==> config.mk <==
export PLATFORM = sky130hd
export DESIGN_NAME = dataslot_cmd_sequencer
export DESIGN_NICKNAME = d
export VERILOG_FILES = /design/src/rtl/dataslot_cmd_sequencer.sv
export SDC_FILE = /design/constraint.sdc
export NUM_CORES = 1
export LEC_CHECK = 0
export ABC_AREA = 0
export BUFFER_PORTS_ARGS = -buffer_cell sky130_fd_sc_hd__buf_4
export CAP_MARGIN = 10
export CORE_ASPECT_RATIO = 1.1
export CORE_UTILIZATION = 25
export CTS_CLUSTER_DIAMETER = 60
export DETAILED_ROUTE_END_ITERATION = 16
export GPL_TIMING_DRIVEN = 0
export PLACE_DENSITY = 0.53
export SLEW_MARGIN = 20
export SYNTH_ARGS = -nofsm -noshare
export SYNTH_HDL_FRONTEND = slang
export SYNTH_SLANG_ARGS = --single-unit
==> constraint.sdc <==
create_clock -name clk_74a -period 2.59 [get_ports clk_74a]
set_input_delay 0 -clock clk_74a [delete_from_list [all_inputs] [get_ports clk_74a]]
set_output_delay 0 -clock clk_74a [all_outputs]
set_load 0.05 [all_outputs]
==> src/rtl/dataslot_cmd_sequencer.sv <==
// Core-side initiator for bridge target dataslot read/write commands: enforces an inter-command
// gap, retries on ack timeout, times out a missing done, and holds a response for the core.
module dataslot_cmd_sequencer #(
    parameter int unsigned MIN_GAP      = 16,
    parameter int unsigned ACK_TIMEOUT  = 1048576,
    parameter int unsigned DONE_TIMEOUT = 67108864,
    parameter int unsigned MAX_RETRIES  = 2
) (
    input  logic        clk_74a,
    input  logic        reset,
    input  logic        enable,
    input  logic        req_valid,
    output logic        req_ready,
    input  logic        req_write,
    input  logic [15:0] req_id,
    input  logic [31:0] req_slotoffset,
    input  logic [31:0] req_bridgeaddr,
    input  logic [31:0] req_length,
    output logic        rsp_valid,
    input  logic        rsp_ready,
    output logic [2:0]  rsp_err,
    output logic        rsp_timeout,
    output logic        busy,
    output logic        target_dataslot_read,
    output logic        target_dataslot_write,
    output logic [15:0] target_dataslot_id,
    output logic [31:0] target_dataslot_slotoffset,
    output logic [31:0] target_dataslot_bridgeaddr,
    output logic [31:0] target_dataslot_length,
    input  logic        target_dataslot_ack,
    input  logic        target_dataslot_done,
    input  logic [2:0]  target_dataslot_err
);

    localparam int unsigned MaxAckDone = (ACK_TIMEOUT > DONE_TIMEOUT) ? ACK_TIMEOUT : DONE_TIMEOUT;
    localparam int unsigned CntMax     = (MaxAckDone > MIN_GAP) ? MaxAckDone : MIN_GAP;
    localparam int unsigned CntW       = $clog2(CntMax + 1);
    localparam int unsigned RetW       = (MAX_RETRIES > 0) ? $clog2(MAX_RETRIES + 1) : 1;

    // A zero gap still spends one cycle in GAP so every strobe is preceded by an idle cycle.
    localparam logic [CntW-1:0] GapLast  = CntW'((MIN_GAP > 0) ? MIN_GAP - 1 : 0);
    localparam logic [CntW-1:0] AckLast  = CntW'(ACK_TIMEOUT - 1);
    localparam logic [CntW-1:0] DoneLast = CntW'(DONE_TIMEOUT - 1);
    localparam logic [RetW-1:0] RetMax   = RetW'(MAX_RETRIES);

    typedef enum logic [2:0] {StIdle, StGap, StIssue, StWaitDone, StResp} state_e;

    state_e          state_q, state_d;
    logic [CntW-1:0] cnt_q, cnt_d;
    logic [RetW-1:0] retry_q, retry_d;
    logic [2:0]      err_q, err_d;
    logic            tmo_q, tmo_d;
    logic            write_q;
    logic            accept;

    assign req_ready             = (state_q == StIdle) && enable;
    assign accept                = req_valid && req_ready;
    assign busy                  = (state_q != StIdle);
    assign rsp_valid             = (state_q == StResp);
    assign rsp_err               = err_q;
    assign rsp_timeout           = tmo_q;
    assign target_dataslot_read  = (state_q == StIssue) && !write_q;
    assign target_dataslot_write = (state_q == StIssue) && write_q;

    always_ff @(posedge clk_74a) begin
        if (reset) begin
            state_q <= StIdle;
            cnt_q   <= '0;
            retry_q <= '0;
            err_q   <= '0;
            tmo_q   <= 1'b0;
        end else begin
            state_q <= state_d;
            cnt_q   <= cnt_d;
            retry_q <= retry_d;
            err_q   <= err_d;
            tmo_q   <= tmo_d;
        end
    end

    // Command parameters only move on accept so the bridge sees them stable across retries.
    always_ff @(posedge clk_74a) begin
        if (reset) begin
            write_q                    <= 1'b0;
            target_dataslot_id         <= '0;
            target_dataslot_slotoffset <= '0;
            target_dataslot_bridgeaddr <= '0;
            target_dataslot_length     <= '0;
        end else if (accept) begin
            write_q                    <= req_write;
            target_dataslot_id         <= req_id;
            target_dataslot_slotoffset <= req_slotoffset;
            target_dataslot_bridgeaddr <= req_bridgeaddr;
            target_dataslot_length     <= req_length;
        end
    end

    always_comb begin
        state_d = state_q;
        cnt_d   = cnt_q + CntW'(1);
        retry_d = retry_q;
        err_d   = err_q;
        tmo_d   = tmo_q;
        case (state_q)
            StIdle: begin
                cnt_d   = '0;
                retry_d = '0;
                if (accept) begin
                    state_d = StGap;
                end
            end
            StGap: begin
                if (cnt_q == GapLast) begin
                    state_d = StIssue;
                    cnt_d   = '0;
                end
            end
            StIssue: begin
                if (target_dataslot_ack) begin
                    cnt_d = '0;
                    if (target_dataslot_done) begin
                        state_d = StResp;
                        err_d   = target_dataslot_err;
                        tmo_d   = 1'b0;
                    end else begin
                        state_d = StWaitDone;
                    end
                end else if (cnt_q == AckLast) begin
                    cnt_d = '0;
                    if (retry_q < RetMax) begin
                        retry_d = retry_q + RetW'(1);
                        state_d = StGap;
                    end else begin
                        state_d = StResp;
                        err_d   = '0;
                        tmo_d   = 1'b1;
                    end
                end
            end
            StWaitDone: begin
                if (target_dataslot_done) begin
                    state_d = StResp;
                    cnt_d   = '0;
                    err_d   = target_dataslot_err;
                    tmo_d   = 1'b0;
                end else if (cnt_q == DoneLast) begin
                    state_d = StResp;
                    cnt_d   = '0;
                    err_d   = '0;
                    tmo_d   = 1'b1;
                end
            end
            StResp: begin
                cnt_d = '0;
                if (rsp_ready) begin
                    state_d = StIdle;
                    retry_d = '0;
                end
            end
            default: begin
                state_d = StIdle;
                cnt_d   = '0;
            end
        endcase
    end

endmodule

After elaboration in Yosys (flattened, before gate mapping)
Index checks and enable logic that the tools add are counted.
{"block": "totals", "memories": 0, "output_inout_bits": 121, "reg_bits": 149, "elab_cells": 77, "mem_bits_rw": 0, "mem_bits_ro": 0, "latch_bits": 0, "input_bits": 123}
{"block": "classes", "n_mux": 35, "eq_ne": 17, "div_mod_pow": 0, "shift": 0, "multipliers": 0, "add_sub_neg": 2, "order_cmp": 1, "bitwise": 0, "n_reduce_logical": 12}
{"operator": "$mux W27", "n": 5}
{"operator": "$pmux W27 S3", "n": 1}
{"operator": "$mux W3", "n": 15}
{"operator": "$add A27 B1 Y27 const B", "n": 1}
{"operator": "$eq A27 B20 Y1 const B", "n": 1}
{"operator": "$eq A27 B26 Y1 const B", "n": 1}
{"operator": "$eq A27 B4 Y1 const B", "n": 1}
{"operator": "$pmux W3 S5", "n": 1}
{"operator": "$reduce_and A5 Y1", "n": 3}
{"operator": "$ne A3 B3 Y1 const B", "n": 3}
{"operator": "$mux W2", "n": 4}
{"operator": "$eq A3 B2 Y1 const B", "n": 2}
{"operator": "$mux W1", "n": 6}
{"operator": "$ne A2 B1 Y1 const B", "n": 3}
{"operator": "$ne A2 B2 Y1 const B", "n": 3}
{"operator": "$pmux W2 S3", "n": 1}
{"operator": "$pmux W3 S2", "n": 1}
{"operator": "$reduce_bool A3 Y1", "n": 2}
{"operator": "$logic_and A1 B1 Y1", "n": 4}
{"operator": "$eq A3 B1 Y1 const B", "n": 1}
{"operator": "$eq A3 B3 Y1 const B", "n": 1}
{"operator": "$logic_not A3 Y1", "n": 1}
{"operator": "$ne A3 B2 Y1 const B", "n": 1}
{"operator": "$add A2 B1 Y2 const B", "n": 1}
{"operator": "4 further kinds", "n": 4}

Longest topological paths before layout
Gate-level depths: netlist of run 1.
{"block": "logic_depth", "depth_word": 5, "mapped_depth": 8, "ltp_nobuf": 6}

Worst setup path before layout of run 1
Ideal clock, no wire load.
{"block": "synth_timing", "path_kind": "reg2reg", "start": "register cnt_q[0]", "end": "register tmo_q (netlist: rsp_timeout)", "t_required_ps": 2469, "setup_slack_ps": 228, "period_less_slack_ps": 2362, "setup_time_ps": 121, "arrival_time_ps": 2241, "n_path_buf": 0, "path_stages_with_launch": 7, "path_cell_list": "dfxtp_1 -> ha_1 -> nand3_2 -> or4_4 -> a211o_4 -> a211oi_4 -> mux2_4"}
{"block": "synth_between", "elab_chain_cells": 3, "elab_cells_between_ends": 5, "classes_between": "eq/ne: 4; reduce/logical: 1"}
{"item": "from (decl)", "line_no": "49", "text": "logic [CntW-1:0] cnt_q, cnt_d;"}
{"item": "from (signal assigned)", "line_no": "74", "text": "cnt_q <= cnt_d;"}
{"item": "$eq A27 B26 Y1 or $eq A27 B20 Y1 (tied branches)", "line_no": "146, 128"}
{"item": "$ne A3 B3 Y1 (no line) or $ne A3 B2 Y1 (tied branches)"}
{"item": "$reduce_and A5 Y1 (no line) (*)"}
{"item": "to (signal assigned)", "line_no": "77", "text": "tmo_q <= tmo_d;"}
{"item": "to (decl)", "line_no": "52", "text": "logic tmo_q, tmo_d;"}
Every way passes the cells marked *; elsewhere a longest branch is shown, timed or not.
A chain may end at the register's enable or synchronous reset.

Worst setup path after layout of run 1
Same ends and word-level chain as after synthesis.

==> qor.yml, run 1 <==
job:
  drv_cap: 0
synthesis:
  synth-compound-area-share_pct: 12.7
  yosysWarnings: 0
  synth_nets: 827
  ys.flop_type: "dfxtp_1"
  synth_edf_count: 0
  synth_top_family_by_area: "simple AND/OR/NAND/NOR gates"
  synth_area_per_cell_sq_um: 8.12
  synthArstFlopShare_pct: 0
  ys_types: 46
  synthesis.area_sq_um: 5710
  synth_commonest_cells: "nand2_1 (237), dfxtp_1 (149), a21oi_1 (116)"
  synth.area.mux_share_pct: 1.34
  synth_top_area_share_pct: 52.3
  synth-simple-area-share_pct: 25.9
  yosysTopAreaCell: "dfxtp_1"
  ys_seq_area_share_pct: 52.3
  synth-xor-area-share_pct: 3.84
  yosys.cell_count.top_type: "nand2_1"
  postSynthCellCount: 703
  synthTopCellsByArea: "dfxtp_1 (52%), nand2_1 (16%), a21oi_1 (10%)"
  synthAdderAreaFrac_pct: 0.219
  ys_seq_elements: 149
sta:
  rsz0062_at_grt: "no"
  worst_slew_pin_slew_ns: 1.03
  slew_violations: 0
  period_needed_ns: 2.44
  fmax_mhz: 411
  final.setup.tns_ns: 0
  skew_ns: 0.0124
  final-setup-viol-count: 0
  slew_headroom_pct: 30.8
  finalCritPeriodShare_pct: 94.0
  final-hold-violation-count: 0
clock_tree:
  cts_buffers: 17
  clkTransAtPathRegs_ns: 0.07
  insertion_delay_ns: 0.44
  cts_tree: "yes"
  clockBufferDepth: 2
  htree_num_levels: 4
  clock-sinks: 149
  cts_root_buffer: "clkbuf_16"
detailed_routing:
  antenna_left: 0
  vias: 6135
  vias_per_cell: 4.40
  drtIter0Drc: 228
  drc: 0
  finalWirelength_um: 20300
  dr.pass1.iters: 4
  wl_per_cell_um: 14.5
setup_path:
  cp_data_required_time_ns: 2.91
  end_kind: "flop"
  cp_max_fo: 5
  cp-start-kind: "flop"
  critPathKind: "flop to flop"
  rr_worst_depth: 6
  worstPathArrival_ns: 2.75
global_route:
  grt_usage_pct: 17.3
  grt_util_met1_pct: 19.3
  gr-usage-met2_pct: 31.0
  grt_pass1_wl_um: 31900
  grt_max_degree: 17
  busiest_layer: "met2"
  grt_overflow: 0
  grt_antenna_before_repair: 1
  grt_pass1_vias: 6271
  grtUsageMet3_pct: 5.31
place:
  dp_hpwl_um: 14600
  portBuffers: 243
  place_area_sq_um: 7900
  place.gp.congestion: 0.768
floorplanning:
  die_area_sq_um: 23400
  num_rows: 57
  initial_utilization_pct: 25.6
  die_w_um: 146
  io_pins: 244
  core_sq_um: 22300
  die_h_um: 160
min_path:
  hold_depth: 4
  hp-class: "input pin to flop"
cells_and_area:
  drive_above_1_share_pct: 27.0
  fin_nets: 1210
  final_cell_area_sq_um: 9690
  syn_to_final_growth_pct: 69.8
power:
  finalPower_w: 0.00637
  p_leak_nw: 3.95
  ir_drop_mv: 0.471
  pwr_density_cell_nw_per_um2: 658
outcome:
  status: "complete, no violations"
==> metrics by stage <==
step	hold slack [ns]	utilization (%)	instances	setup slack [ns]
3_3_place_gp	0.246	35.5	1241	-0.404
2_1_floorplan	0.136	-	703	0.228
6_report	0.0391	43.6	1395	0.155
3_5_place_dp	0.256	35.5	1241	-0.459
5_1_grt	0.0407	43.6	1395	0.0133
4_1_cts	0.0310	43.5	1394	0.0226
==> cell families (layout without fill, tap and decap cells) <==
logic type / Yosys count / count (layout)
and+or+nand+nor: 339 / 339
DFF: 149 / 149
AOI/OAI and AO/OA: 130 / 130
buffers and inverters: 52 / 448
xor gates and xnor gates: 25 / 25
muxes: 7 / 7
adders and majority gates: 1 / 1
other: 0 / 1
==> power breakdown <==
group          switching [W]  internal, W
clock                0.00113      0.00128
sequential         0.0000685      0.00242
combinational       0.000933     0.000552
==> flip-flops by register name, summed over array words and instances, names as in the netlist <==
register / cells
target_dataslot_slotoffset: 32
cnt_q: 27
rsp_timeout: 1
target_dataslot_bridgeaddr: 32
rsp_err: 3
write_q: 1
state_q: 3
retry_q: 2
target_dataslot_length: 32
target_dataslot_id: 16
==> what timing repair did <==
| item | in CTS | in global routing |
|---|---|---|
| pin swaps | 2 | 1 |
| gates resized for setup | 2 | 5 |
| hold endpoints to repair | 118 | 0 |
| hold buffers | 118 | 0 |
| setup buffers | 4 | 0 |
| setup endpoints to repair | 104 | 87 |
==> path summary, 6_finish.rpt <==
check	slack [ns]	startpoint	endpoint
worst min register to register	0.45	target_dataslot_id[2]$_SDFFE_PP0P_	target_dataslot_id[2]$_SDFFE_PP0P_
worst max-delay path	0.15	cnt_q[0]$_SDFF_PP0_	rsp_timeout$_SDFFE_PP0P_
worst max register to register	0.15	cnt_q[0]$_SDFF_PP0_	rsp_timeout$_SDFFE_PP0P_
worst min-delay path	0.04	target_dataslot_done	cnt_q[24]$_SDFF_PP0_
==> layout make-up <==
type | instances | area (sq um)
timing repair buffer | 365 | 3040
tap | 295 | 369
inverter | 4 | 15.0
antenna | 1 | 2.50
buffer | 47 | 196
multi-input combinational | 502 | 2530
clock inverter | 15 | 138
clock buffer | 17 | 425
fill | 2258 | 12600
sequential | 149 | 2980
==> placed cells by master, fill, tap and decap left out, drive strengths merged, types with 2 or more instances in the layout <==
master / Yosys / layout
o31a: 2 / 2
nor3: 35 / 35
clkinv: 0 / 4
nor2: 13 / 13
inv: 4 / 15
nor4: 7 / 7
dfxtp: 149 / 149
and3: 5 / 5
nand2b: 6 / 6
buf: 5 / 252
dlygate4sd3: 0 / 118
nand2: 237 / 237
or4: 3 / 3
clkbuf: 43 / 59
nand4: 8 / 8
a211oi: 4 / 4
nand3: 10 / 10
nand3b: 5 / 5
mux2: 2 / 2
mux2i: 5 / 5
a21oi: 116 / 116
xor2: 13 / 13
a211o: 2 / 2
and2: 2 / 2
xnor2: 12 / 12
==> metal layers <==
layer	wire [um]	part of all wire [%]
met1	8480	42
met2	10100	50
met3	1300	6.4
met4	346	1.7
met5	0	0
==> worst max-delay path: stages, from the launching register on <==
cell      delay [ns]
dfxtp_1         0.37
ha_2            0.23
nand3_4         0.11
or4_4           0.57
a211o_4         0.37
a211oi_4        0.34
mux2_4          0.33
(Power assumes the default switching activity.)
==> run 2: changes to the inputs <==
--- a/config.mk
+++ b/config.mk
@@ -13,6 +13,7 @@
 export CTS_CLUSTER_DIAMETER = 60
 export DETAILED_ROUTE_END_ITERATION = 16
 export GPL_TIMING_DRIVEN = 0
+export HOLD_SLACK_MARGIN = 0.15
 export PLACE_DENSITY = 0.53
 export SLEW_MARGIN = 20
 export SYNTH_ARGS = -nofsm -noshare
==> qor.yml, run 2 (synthesized netlist as in run 1, its figures left out) <==
outcome:
  status: "complete, no violations"
clock_tree:
  htree_num_levels: 4
  cts_buffers: 17
  cts_root_buffer: "clkbuf_16"
  clkTransAtPathRegs_ns: 0.07
  clockBufferDepth: 2
  insertion_delay_ns: 0.44
  cts_tree: "yes"
  clock-sinks: 149
min_path:
  hp-start: "reset"
  hp-class: "input pin to flop"
setup_path:
  worstPathArrival_ns: 2.75
  r2r-start: "cnt_q[0]$_SDFF_PP0_"
  critPathKind: "flop to flop"
  cp-start-kind: "flop"
  cp_max_fo: 5
  cp_data_required_time_ns: 2.91
  end_kind: "flop"
  critPathLaunch: "cnt_q[0]$_SDFF_PP0_"
detailed_routing:
  vias: 6130
  drtIter0Drc: 235
  drc: 0
  finalWirelength_um: 20300
  vias_per_cell: 4.39
  antenna_left: 0
  wl_per_cell_um: 14.5
  dr.pass1.iters: 4
power:
  switchingPower_w: 0.00213
  switching_share_pct: 33.4
  clkPwrFrac_pct: 37.7
  finalPower_w: 0.00638
  seqPwrFrac_pct: 39.0
  p_leak_nw: 3.95
  share_comb_of_total_power_pct: 23.3
  p_int_w: 0.00425
  pwr_density_cell_nw_per_um2: 657
  ir_drop_mv: 0.471
place:
  portBuffers: 243
  place_area_sq_um: 7900
  dp_hpwl_um: 14600
  place.gp.congestion: 0.768
cells_and_area:
  utilization_pct: 43.6
  drive_above_1_share_pct: 27.0
  mostFrequentLayoutCell: "buf_4"
  final_cell_mix: "buf_4 (247), nand2_1 (237), dfxtp_1 (149)"
  fin_nets: 1212
  final_cell_area_sq_um: 9710
  fillCellCount: 2256
  largestRegisters: "target_dataslot_bridgeaddr: 32 flops, target_dataslot_length: 32 flops, target_dataslot_slotoffset: 32 flops"
  syn_to_final_growth_pct: 70.2
global_route:
  grt_pass1_wl_um: 31900
  grt_usage_pct: 17.3
  grt_overflow: 0
  grt_max_degree: 17
  grt_pass1_vias: 6280
  grt_antenna_before_repair: 1
sta:
  fmax_mhz: 411
  slew_headroom_pct: 30.7
  skew_ns: 0.0123
  rsz0062_at_grt: "no"
  final-setup-viol-count: 0
  final-hold-violation-count: 0
  finalCritPeriodShare_pct: 93.9
  worst_slew_pin_slew_ns: 1.03
  slew_violations: 0
  period_needed_ns: 2.43
floorplanning:
  num_rows: 57
  die_w_um: 146
  die_area_sq_um: 23400
  io_pins: 244
  initial_utilization_pct: 25.6
  core_sq_um: 22300
  die_h_um: 160
job:
  drv_cap: 0
-- run 2: cell types whose count changed in the layout (fill, tap and decap cells not counted) --
cell	previous run	this run
dlygate4sd3_1	118	120
-- run 2: path summary, 6_finish.rpt --
path	to	cells past startpoint	slack, ns
worst min-delay path	rsp_timeout$_SDFFE_PP0P_	4	0.22
worst max register to register	rsp_timeout$_SDFFE_PP0P_	6	0.16
worst min register to register	target_dataslot_id[2]$_SDFFE_PP0P_	2	0.45
worst max-delay path	rsp_timeout$_SDFFE_PP0P_	6	0.16
-- run 2: worst max-delay path, cell delays in order, from the launching register on --
cell and delay, ns:
dfxtp_1 0.37, ha_2 0.23, nand3_4 0.11, or4_4 0.57, a211o_4 0.36, a211oi_4 0.34
mux2_4 0.33
-- run 2: stage by stage --
stage / hold slack (ns) / worst slack [ns] / std cells / setup TNS [ns]
after global routing: 0.253 / 0.0133 / 1397 / 0
final: 0.215 / 0.159 / 1397 / 0
after floorplan: 0.136 / 0.228 / 703 / 0
after CTS: 0.222 / 0.0226 / 1396 / 0
after global placement: 0.246 / -0.404 / 1241 / -27.63
after detailed placement: 0.256 / -0.459 / 1241 / -30.86
-- run 2: power groups by stage --
stage	logic, W	registers, W	clock network [W]
4_1_cts	0.00150	0.00248	0.00247
2_1_floorplan	0.000413	0.00293	0
3_3_place_gp	0.00133	0.00253	0
6_report	0.00149	0.00248	0.00240
5_1_grt	0.00159	0.00250	0.00256
3_5_place_dp	0.00134	0.00254	0
-- run 2: cell type report --
class / instances / area (sq um) / share of cell area, %
diodes: 1 / 2.50 / 0.0258
plain buffers: 47 / 196 / 2.02
clock buffers: 17 / 425 / 4.38
clock inverters: 15 / 138 / 1.42
inverters: 4 / 15.0 / 0.155
multi-input cells: 502 / 2530 / 26.0
flip-flops and latches: 149 / 2980 / 30.7
well taps: 295 / 369 / 3.80
repair buffers: 367 / 3060 / 31.5
-- run 2: timing repair --
item,in CTS,in global routing
setup buffers,4,0
hold endpoints to repair,122,0
gates cloned,0,0
resized for setup,2,5
setup endpoints to repair,104,87
hold buffers,120,0
pin swaps,2,1
-- run 2: routing by layer --
layer | part of all wire (%) | track usage [%]
met5 | 0 | 0
met4 | 1.7 | 6.30
met3 | 6.3 | 5.28
met2 | 50 | 31.1
met1 | 42 | 19.3
